===== config.mk =====
export PLATFORM = sky130hd
export DESIGN_NAME = gnr_attractor_ctrl
export DESIGN_NICKNAME = d
export VERILOG_FILES = /design/src/rtl/gnr_attractor_ctrl.sv
export SDC_FILE = /design/constraint.sdc
export NUM_CORES = 1
export LEC_CHECK = 0
export BUFFER_PORTS_ARGS = -buffer_cell sky130_fd_sc_hd__buf_2
export CAP_MARGIN = 10
export CELL_PAD_IN_SITES_DETAIL_PLACEMENT = 2
export CELL_PAD_IN_SITES_GLOBAL_PLACEMENT = 2
export CORE_MARGIN = 1.5
export CORE_UTILIZATION = 34
export CTS_CLUSTER_SIZE = 10
export DETAILED_ROUTE_END_ITERATION = 8
export GPL_TIMING_DRIVEN = 0
export PLACE_DENSITY_LB_ADDON = 0.25
export SETUP_SLACK_MARGIN = 0.4
export SYNTH_ARGS = -nofsm -noshare
export SYNTH_HDL_FRONTEND = slang
export SYNTH_SLANG_ARGS = --single-unit

===== constraint.sdc =====
create_clock -name clk -period 7.9 [get_ports clk]
set_clock_uncertainty 0.05 [all_clocks]
set_input_delay 2.37 -clock clk [delete_from_list [all_inputs] [get_ports clk]]
set_output_delay 2.37 -clock clk [all_outputs]
set_load 0.1 [all_outputs]

===== src/rtl/gnr_attractor_ctrl.sv =====
// ---------------------------------------------------------------------------
// gnr_attractor_ctrl
//   Sequencer/reader for an array of boolean-network nodes. Each node holds a
//   half-rate state s0 (tortoise) and a full-rate state s1 (hare). The block
//   loads an initial vector into the nodes, steps them until the tortoise and
//   hare meet (Floyd cycle detection), then steps only the hare until it
//   returns to the meeting state to measure the attractor period.
//
// Ports
//   clk, rst         clock, asynchronous active-high reset
//   start            run request, accepted in IDLE only
//   init_vec         initial network state, latched on start acceptance
//   s0_vec, s1_vec   node tortoise / hare states read back from the array
//   reset_nos        node load strobe (one cycle per run)
//   init_state       per-node load value
//   start_s0         tortoise step strobe
//   start_s1         hare step strobe
//   busy             run in progress (start acceptance through DONE)
//   done             one-cycle completion pulse
//   found            attractor detected; held until next accepted start
//   steps            strobes issued up to the meeting point
//   period           attractor period
//   attractor_state  s0_vec at the meeting point
// ---------------------------------------------------------------------------
module gnr_attractor_ctrl #(
  parameter int N_NODES   = 16,
  parameter int CNT_W     = 32,
  // Must be < 2**CNT_W so the budget check stops a run before any wrap.
  parameter int MAX_STEPS = 65535
) (
  input  logic               clk,
  input  logic               rst,
  input  logic               start,
  input  logic [N_NODES-1:0] init_vec,
  input  logic [N_NODES-1:0] s0_vec,
  input  logic [N_NODES-1:0] s1_vec,
  output logic               reset_nos,
  output logic [N_NODES-1:0] init_state,
  output logic               start_s0,
  output logic               start_s1,
  output logic               busy,
  output logic               done,
  output logic               found,
  output logic [CNT_W-1:0]   steps,
  output logic [CNT_W-1:0]   period,
  output logic [N_NODES-1:0] attractor_state
);

  typedef enum logic [2:0] {
    IDLE   = 3'd0,
    LOAD   = 3'd1,
    STEP   = 3'd2,
    CHECK  = 3'd3,
    PSTEP  = 3'd4,
    PCHECK = 3'd5,
    DONE   = 3'd6
  } state_t;

  localparam logic [CNT_W-1:0] MAX_CNT = CNT_W'(MAX_STEPS);
  localparam logic [CNT_W-1:0] K_MIN   = CNT_W'(2);

  state_t           state;
  logic [CNT_W-1:0] k_cnt;
  logic [CNT_W-1:0] p_cnt;

  // All outputs are registered. Strobes and reset_nos are raised on the
  // transition into the state that owns them, so they are high for exactly
  // the one cycle spent in LOAD / STEP / PSTEP and can never overlap.
  always_ff @(posedge clk or posedge rst) begin
    if (rst) begin
      state           <= IDLE;
      k_cnt           <= '0;
      p_cnt           <= '0;
      reset_nos       <= 1'b0;
      init_state      <= '0;
      start_s0        <= 1'b0;
      start_s1        <= 1'b0;
      busy            <= 1'b0;
      done            <= 1'b0;
      found           <= 1'b0;
      steps           <= '0;
      period          <= '0;
      attractor_state <= '0;
    end else begin
      reset_nos <= 1'b0;
      start_s0  <= 1'b0;
      start_s1  <= 1'b0;
      done      <= 1'b0;

      case (state)
        IDLE: begin
          if (start) begin
            init_state      <= init_vec;
            k_cnt           <= '0;
            p_cnt           <= '0;
            steps           <= '0;
            period          <= '0;
            found           <= 1'b0;
            attractor_state <= '0;
            busy            <= 1'b1;
            reset_nos       <= 1'b1;
            state           <= LOAD;
          end
        end

        LOAD: begin
          start_s0 <= 1'b1;
          start_s1 <= 1'b1;
          k_cnt    <= k_cnt + 1'b1;
          state    <= STEP;
        end

        STEP: state <= CHECK;

        CHECK: begin
          // k=1 always matches (both states are f(x0)), so require k>=2.
          if ((k_cnt >= K_MIN) && (s0_vec == s1_vec)) begin
            steps           <= k_cnt;
            attractor_state <= s0_vec;
            start_s1        <= 1'b1;
            p_cnt           <= CNT_W'(1);
            state           <= PSTEP;
          end else if (k_cnt == MAX_CNT) begin
            found <= 1'b0;
            done  <= 1'b1;
            state <= DONE;
          end else begin
            start_s0 <= 1'b1;
            start_s1 <= 1'b1;
            k_cnt    <= k_cnt + 1'b1;
            state    <= STEP;
          end
        end

        PSTEP: state <= PCHECK;

        PCHECK: begin
          if (s1_vec == attractor_state) begin
            period <= p_cnt;
            found  <= 1'b1;
            done   <= 1'b1;
            state  <= DONE;
          end else if (p_cnt == MAX_CNT) begin
            found <= 1'b0;
            done  <= 1'b1;
            state <= DONE;
          end else begin
            start_s1 <= 1'b1;
            p_cnt    <= p_cnt + 1'b1;
            state    <= PSTEP;
          end
        end

        DONE: begin
          busy  <= 1'b0;
          state <= IDLE;
        end

        default: state <= IDLE;
      endcase
    end
  end

endmodule

Yosys cells after proc, flatten, opt, wreduce, memory -nomap -nowiden
Index checks and enable logic that the tools add are counted.
{"block": "word_totals", "out_inout_bits": 102, "regBits": 169, "inputBits": 51}
{"block": "op_classes", "n_reduce_logical": 14, "muxes": 43, "add_sub_neg": 2, "n_eq_ne": 19, "magnitude_cmp": 1}
{"operator": "$mux W32", "n": 8}
{"operator": "$pmux W32 S3", "n": 2}
{"operator": "$pmux W32 S2", "n": 2}
{"operator": "$add A32 B1 Y32 const B", "n": 2}
{"operator": "$eq A32 B16 Y1 const B", "n": 2}
{"operator": "$eq A16 B16 Y1", "n": 2}
{"operator": "$ge A32 B2 Y1 const B", "n": 1}
{"operator": "$mux W16", "n": 2}
{"operator": "$pmux W16 S2", "n": 1}
{"operator": "$pmux W3 S6", "n": 1}
{"operator": "$mux W1", "n": 17}
{"operator": "$ne A2 B2 Y1 const B", "n": 8}
{"operator": "$reduce_and A5 Y1", "n": 2}
{"operator": "$eq A3 B3 Y1 const B", "n": 3}
{"operator": "$mux W3", "n": 3}
{"operator": "$eq A3 B2 Y1 const B", "n": 2}
{"operator": "$pmux W1 S2", "n": 3}
{"operator": "$pmux W1 S3", "n": 2}
{"operator": "$reduce_and A3 Y1", "n": 2}
{"operator": "$reduce_bool A2 Y1", "n": 3}
{"operator": "$reduce_bool A3 Y1", "n": 2}
{"operator": "$mux W2", "n": 2}
{"operator": "$reduce_and A2 Y1", "n": 2}
{"operator": "$reduce_and A4 Y1", "n": 1}
{"operator": "other kinds (4)", "n": 4}

Logic depth before layout (Yosys ltp)
{"block": "depth", "word_depth": 4, "depth_mapped": 10}

Worst setup path before layout
OpenSTA, ideal clock, no wires.
{"block": "synth_timing", "path_kind": "in2reg", "start": "in s1_vec[9]", "end": "reg p_cnt[6]", "n_path_buf": 0, "arrival_time_ns": 4.119, "setup_time_ns": 0.078, "cell_stages": 7, "required_ns": 7.772, "setup_slack_ns": 3.653, "cell_sequence": "xor2_1 > nor4_1 > nand4_1 > o21ai_1 > nand2_1 > or4_1 > a21oi_1"}
{"block": "synth_via", "elab_chain_len": 4, "elab_cells_between_ends": 6, "classes_between": "eq/ne (4); reduce/logical (2)"}
{"item": "start: declaration", "line_no": "36", "rtl": "input logic [N_NODES-1:0] s1_vec,"}
{"item": "$eq A16 B16 Y1", "line_no": "117", "rtl": "if ((k_cnt >= K_MIN) && (s0_vec == s1_vec)) begin"}
{"item": "$logic_and A1 B1 Y1", "line_no": "117"}
{"item": "$ne A2 B2 Y1 (no line)"}
{"item": "$reduce_and A5 Y1 (no line) *"}
{"item": "end signal: assignment", "line_no": "149", "rtl": "p_cnt <= p_cnt + 1'b1;"}
{"item": "end: declaration", "line_no": "64", "rtl": "logic [CNT_W-1:0] p_cnt;"}
Mark *: on every way between the ends. The rest lies on a longest branch, timed or not.
A chain may end at the register's enable or synchronous reset.

Worst setup path after layout
{"block": "layout_timing", "start": "in s1_vec[3]", "end": "reg p_cnt[20]"}
The elaborated chain is that of the path after synthesis.

==> impl_summary.md <==
Setup path
Walking the worst path, the cells encountered are buf_2 -> xnor2_1 -> nand4_1 -> nor4_1 -> nand2_1 -> clkbuf_1 -> nand3_1 -> xor2_1 -> nor2_1. The slowest stage of the critical path belongs to the cell sky130_fd_sc_hd__nor4_1. The critical path in this run is classified as in -> reg.

Data arrives at the worst endpoint at just over 5000 ps. In this run the worst path has a maximum fanout of 10. The nature of the critical path endpoint is a flop. At the worst endpoint, the required time is just over 8000 ps. The largest stage delay on the critical path is between 1000 and 1500 ps. STA classifies the critical path startpoint as an input port.

CTS
The total clock sinks is 169. The cell sitting at the root of the clock tree is a sky130_fd_sc_hd__clkbuf_16. After clock tree synthesis, the setup repair step added 0 buffers. CTS built an H-tree with a depth of 4.

The later-pin clock latency in the skew report is 440 ps. The number of buffers created by CTS is 17. The number of buffers added to fix hold violations after cts is 0.

Post-CTS repair changed the size of 0 cells. The CTS clock-pin slew for the worst setup and hold paths is ~70 ps. The maximum buffer depth of the clock tree is 2. TritonCTS built the clock tree.

Layout
The filler cell count is between 2,000 and 3,000. The multi-input combinational cells in the finished layout cover a total of 3680 µm². The area of all sequential standard cells is around 4200 µm². The final net count is approximately 1,100. The fraction of layout cells with a size suffix above 1 is slightly below 20%. The top cell types in the final layout, fill and taps aside, are sky130_fd_sc_hd__nand2_1 (237), sky130_fd_sc_hd__dfrtp_1 (169), sky130_fd_sc_hd__buf_2 (164). The most common cell after layout, fill and taps aside is sky130_fd_sc_hd__nand2_1. The area added between synthesis and finish is 21.7%.

Drt
The post-detailed-route wirelength per cell is roughly 19 µm. The via count is 7,296. In this run the remaining antenna-violating nets after routing total 0. The number of DRC markers in iteration 0 is 279.

For this run, design rule violations remaining after detail routing come to 0. The average vias per placed instance is 5.20. The total wire length after detailed routing is 26,300 µm. The total iterations of the first detailed-routing run is 4.

GRT
The wire length of the first global-routing pass is 42,400 µm. The total overflow left after global routing is 0. The number of global-route vias before repair is 7,914. The global-route total usage across every layer is between 20 and 25%. Entering global routing, the biggest net connects ~110 pins.

The number of antenna violations at the first check in global routing came to 1.

Synthesis
Yosys printed 0 warnings. The number of distinct library cells after synthesis is 54. The number of synthesized flops with an enable pin is 0. For this run, asynchronously set or reset flops after synthesis account for 100%. In the synthesized netlist, the number of instances is 900. The area fraction in and, or, nand and nor cells after synthesis is between 20% and 30%. The total nets after synthesis is ~950. The compound-gate portion of the synthesized area is about 8.6%. The synthesized netlist devotes under 10% of its cell area to XOR and XNOR gates. After synthesis the netlist holds a flip-flop and latch count of about 170. The share of synthesized cell area in full adder, half adder and majority cells is less than 1%. The portion of synthesized area spent on multiplexers is less than 1%. By area the synthesized netlist is led by sky130_fd_sc_hd__dfrtp_1 (52%), sky130_fd_sc_hd__nand2_1 (11%), sky130_fd_sc_hd__nand3_1 (4.4%). The mean cell area of the mapped netlist is ~9.1 µm². The cell taking the most area after synthesis is sky130_fd_sc_hd__dfrtp_1. The mapped netlist covers 8150 µm². By area, the combinational part of the netlist is dominated by simple AND/OR/NAND/NOR gates.

The leading register cell type out of synthesis is sky130_fd_sc_hd__dfrtp_1. In this run the biggest area consumer among cell types represents about half of the synthesized area. The part of the Yosys area used for sequential elements is 51.9%.

Run status
The run finished with clean final reports.

Pwr
The power density over the cells is approximately 210 nW/µm². Across the VDD grid, the largest voltage drop is between 0.1 and 0.15 mV. The leakage power of the design is between 0.004 and 0.005 µW.

Placement
The global placement routability congestion is roughly 0.79. The detailed placement HPWL is ~19,000 µm. At the placement stage, the worst setup path has a slack of around 2600 ps.

In this run the tool buffered the top-level ports with roughly 150 buffer cells.

Die
From bottom edge to top edge, the die measures between 150 and 200 µm. Once the floorplan was initialized, standard cells occupied between 30% and 40% of the core. The top-level I/O count is ~150. The full die area is 24,900 µm². The core region area is 23,500 µm². The initialized floorplan defines 56 standard-cell rows.

The floorplan step set the die width to between 150 and 200 µm.

STA
The final worst-path setup slack is around 3100 ps. The final hold violation count is 0. The time the final worst path needs with I/O delays and setup is about 4800 ps. At the pin with the least slew margin, the transition time is between 1000 and 1500 ps. The maximum clock frequency is around 210 MHz. The remaining max-slew budget at the tightest pin is 21.5%. Setup violations remaining at the end of the flow were counted as 0. The period utilization is about three fifths. Setup repair after global routing left no endpoint under its margin. The count of final max-slew check failures came to 0.

The worst hold margin is just over 400 ps.

Job
The tool flagged a number of max-cap violations equal to 0.

Min path
The worst hold-check path type is reg -> reg.
==> flip-flops by register name (all words and copies together), names as in the netlist <==
name / cells
k_cnt: 32
p_cnt: 32
period: 32
steps: 32
attractor_state: 16
init_state: 16
state: 3
busy: 1
done: 1
found: 1
reset_nos: 1
start_s0: 1
start_s1: 1
==> power by group <==
part | leakage (µW) | total (µW) | internal, µW | switching, µW
combinational | 0.00230 | 305 | 73.7 | 232
sequential | 0.00231 | 925 | 895 | 30.1
clock | 0.000269 | 839 | 473 | 366
total | 0.00488 | 2070 | 1440 | 628
==> per-stage QoR <==
step,TNS [ps],total power (µW),instances,cell area (µm²),utilization [%]
2_1_floorplan,0,1160,900,8150,-
5_1_grt,0,2140,1402,9920,42.3
3_3_place_gp,-247080,1240,1371,9310,39.7
3_5_place_dp,0,1250,1372,9350,39.8
6_report,0,2070,1403,9920,42.3
4_1_cts,0,2100,1402,9920,42.3
==> cell type report <==
| type | instances | area share [%] |
|---|---|---|
| inverters | 14 | 0.605 |
| plain buffers | 46 | 1.97 |
| clock buffers | 20 | 4.50 |
| multi-input cells | 671 | 37.1 |
| repair buffers | 153 | 7.94 |
| diodes | 1 | 0.0252 |
| clock inverters | 10 | 1.24 |
| flip-flops and latches | 169 | 42.6 |
| well taps | 319 | 4.02 |
==> synth_stat cells, types with 7 or more instances <==
library cell               count
sky130_fd_sc_hd__a21oi_1      23
sky130_fd_sc_hd__o31ai_1      11
sky130_fd_sc_hd__or3_1         9
sky130_fd_sc_hd__nand3_1      72
sky130_fd_sc_hd__buf_2        12
sky130_fd_sc_hd__nand2_1     237
sky130_fd_sc_hd__and4_1        7
sky130_fd_sc_hd__nor2_1       59
sky130_fd_sc_hd__xor2_1       36
sky130_fd_sc_hd__and3_1       16
sky130_fd_sc_hd__dfrtp_1     169
sky130_fd_sc_hd__xnor2_1      35
sky130_fd_sc_hd__and2_1        7
sky130_fd_sc_hd__nor4_1       17
sky130_fd_sc_hd__inv_1        13
sky130_fd_sc_hd__o21ai_0      44
sky130_fd_sc_hd__clkbuf_1     29
sky130_fd_sc_hd__nand4_1      28
==> cells by family after synthesis <==
kind of cell,after synthesis
simple gates,483
flops,169
compound gates,107
xor+xnor,71
buf+inv,60
mux,7
fa+ha+maj,3
==> routing by layer <==
layer	wire length (µm)	global-route usage [%]	vias to the layer above	share of wire, %
li1	-	-	3411	-
met2	13700	39.5	125	52
met1	11400	27.0	3731	43
met4	443	6.92	0	1.7
met5	0	0	-	0
met3	733	3.18	29	2.8
==> worst max-delay path: cells and delay by family <==
kind          cells  cell delay [ps]
xor+xnor          2              370
simple gates      5             1830
buf+inv           2              480
==> final timing paths <==
path | cells past startpoint | startpoint | slack [ps] | endpoint
max | 9 | s1_vec[3] | 3110 | p_cnt[20]
min | 2 | steps[2] | 420 | steps[2]
max reg2reg | 8 | attractor_state[3] | 4760 | p_cnt[20]
min reg2reg | 2 | steps[2] | 420 | steps[2]
max in group asynchronous | 3 | rst | 4950 | attractor_state[15]
min in group asynchronous | 2 | rst | 1900 | p_cnt[10]
Power figures use the tool's default switching activity.
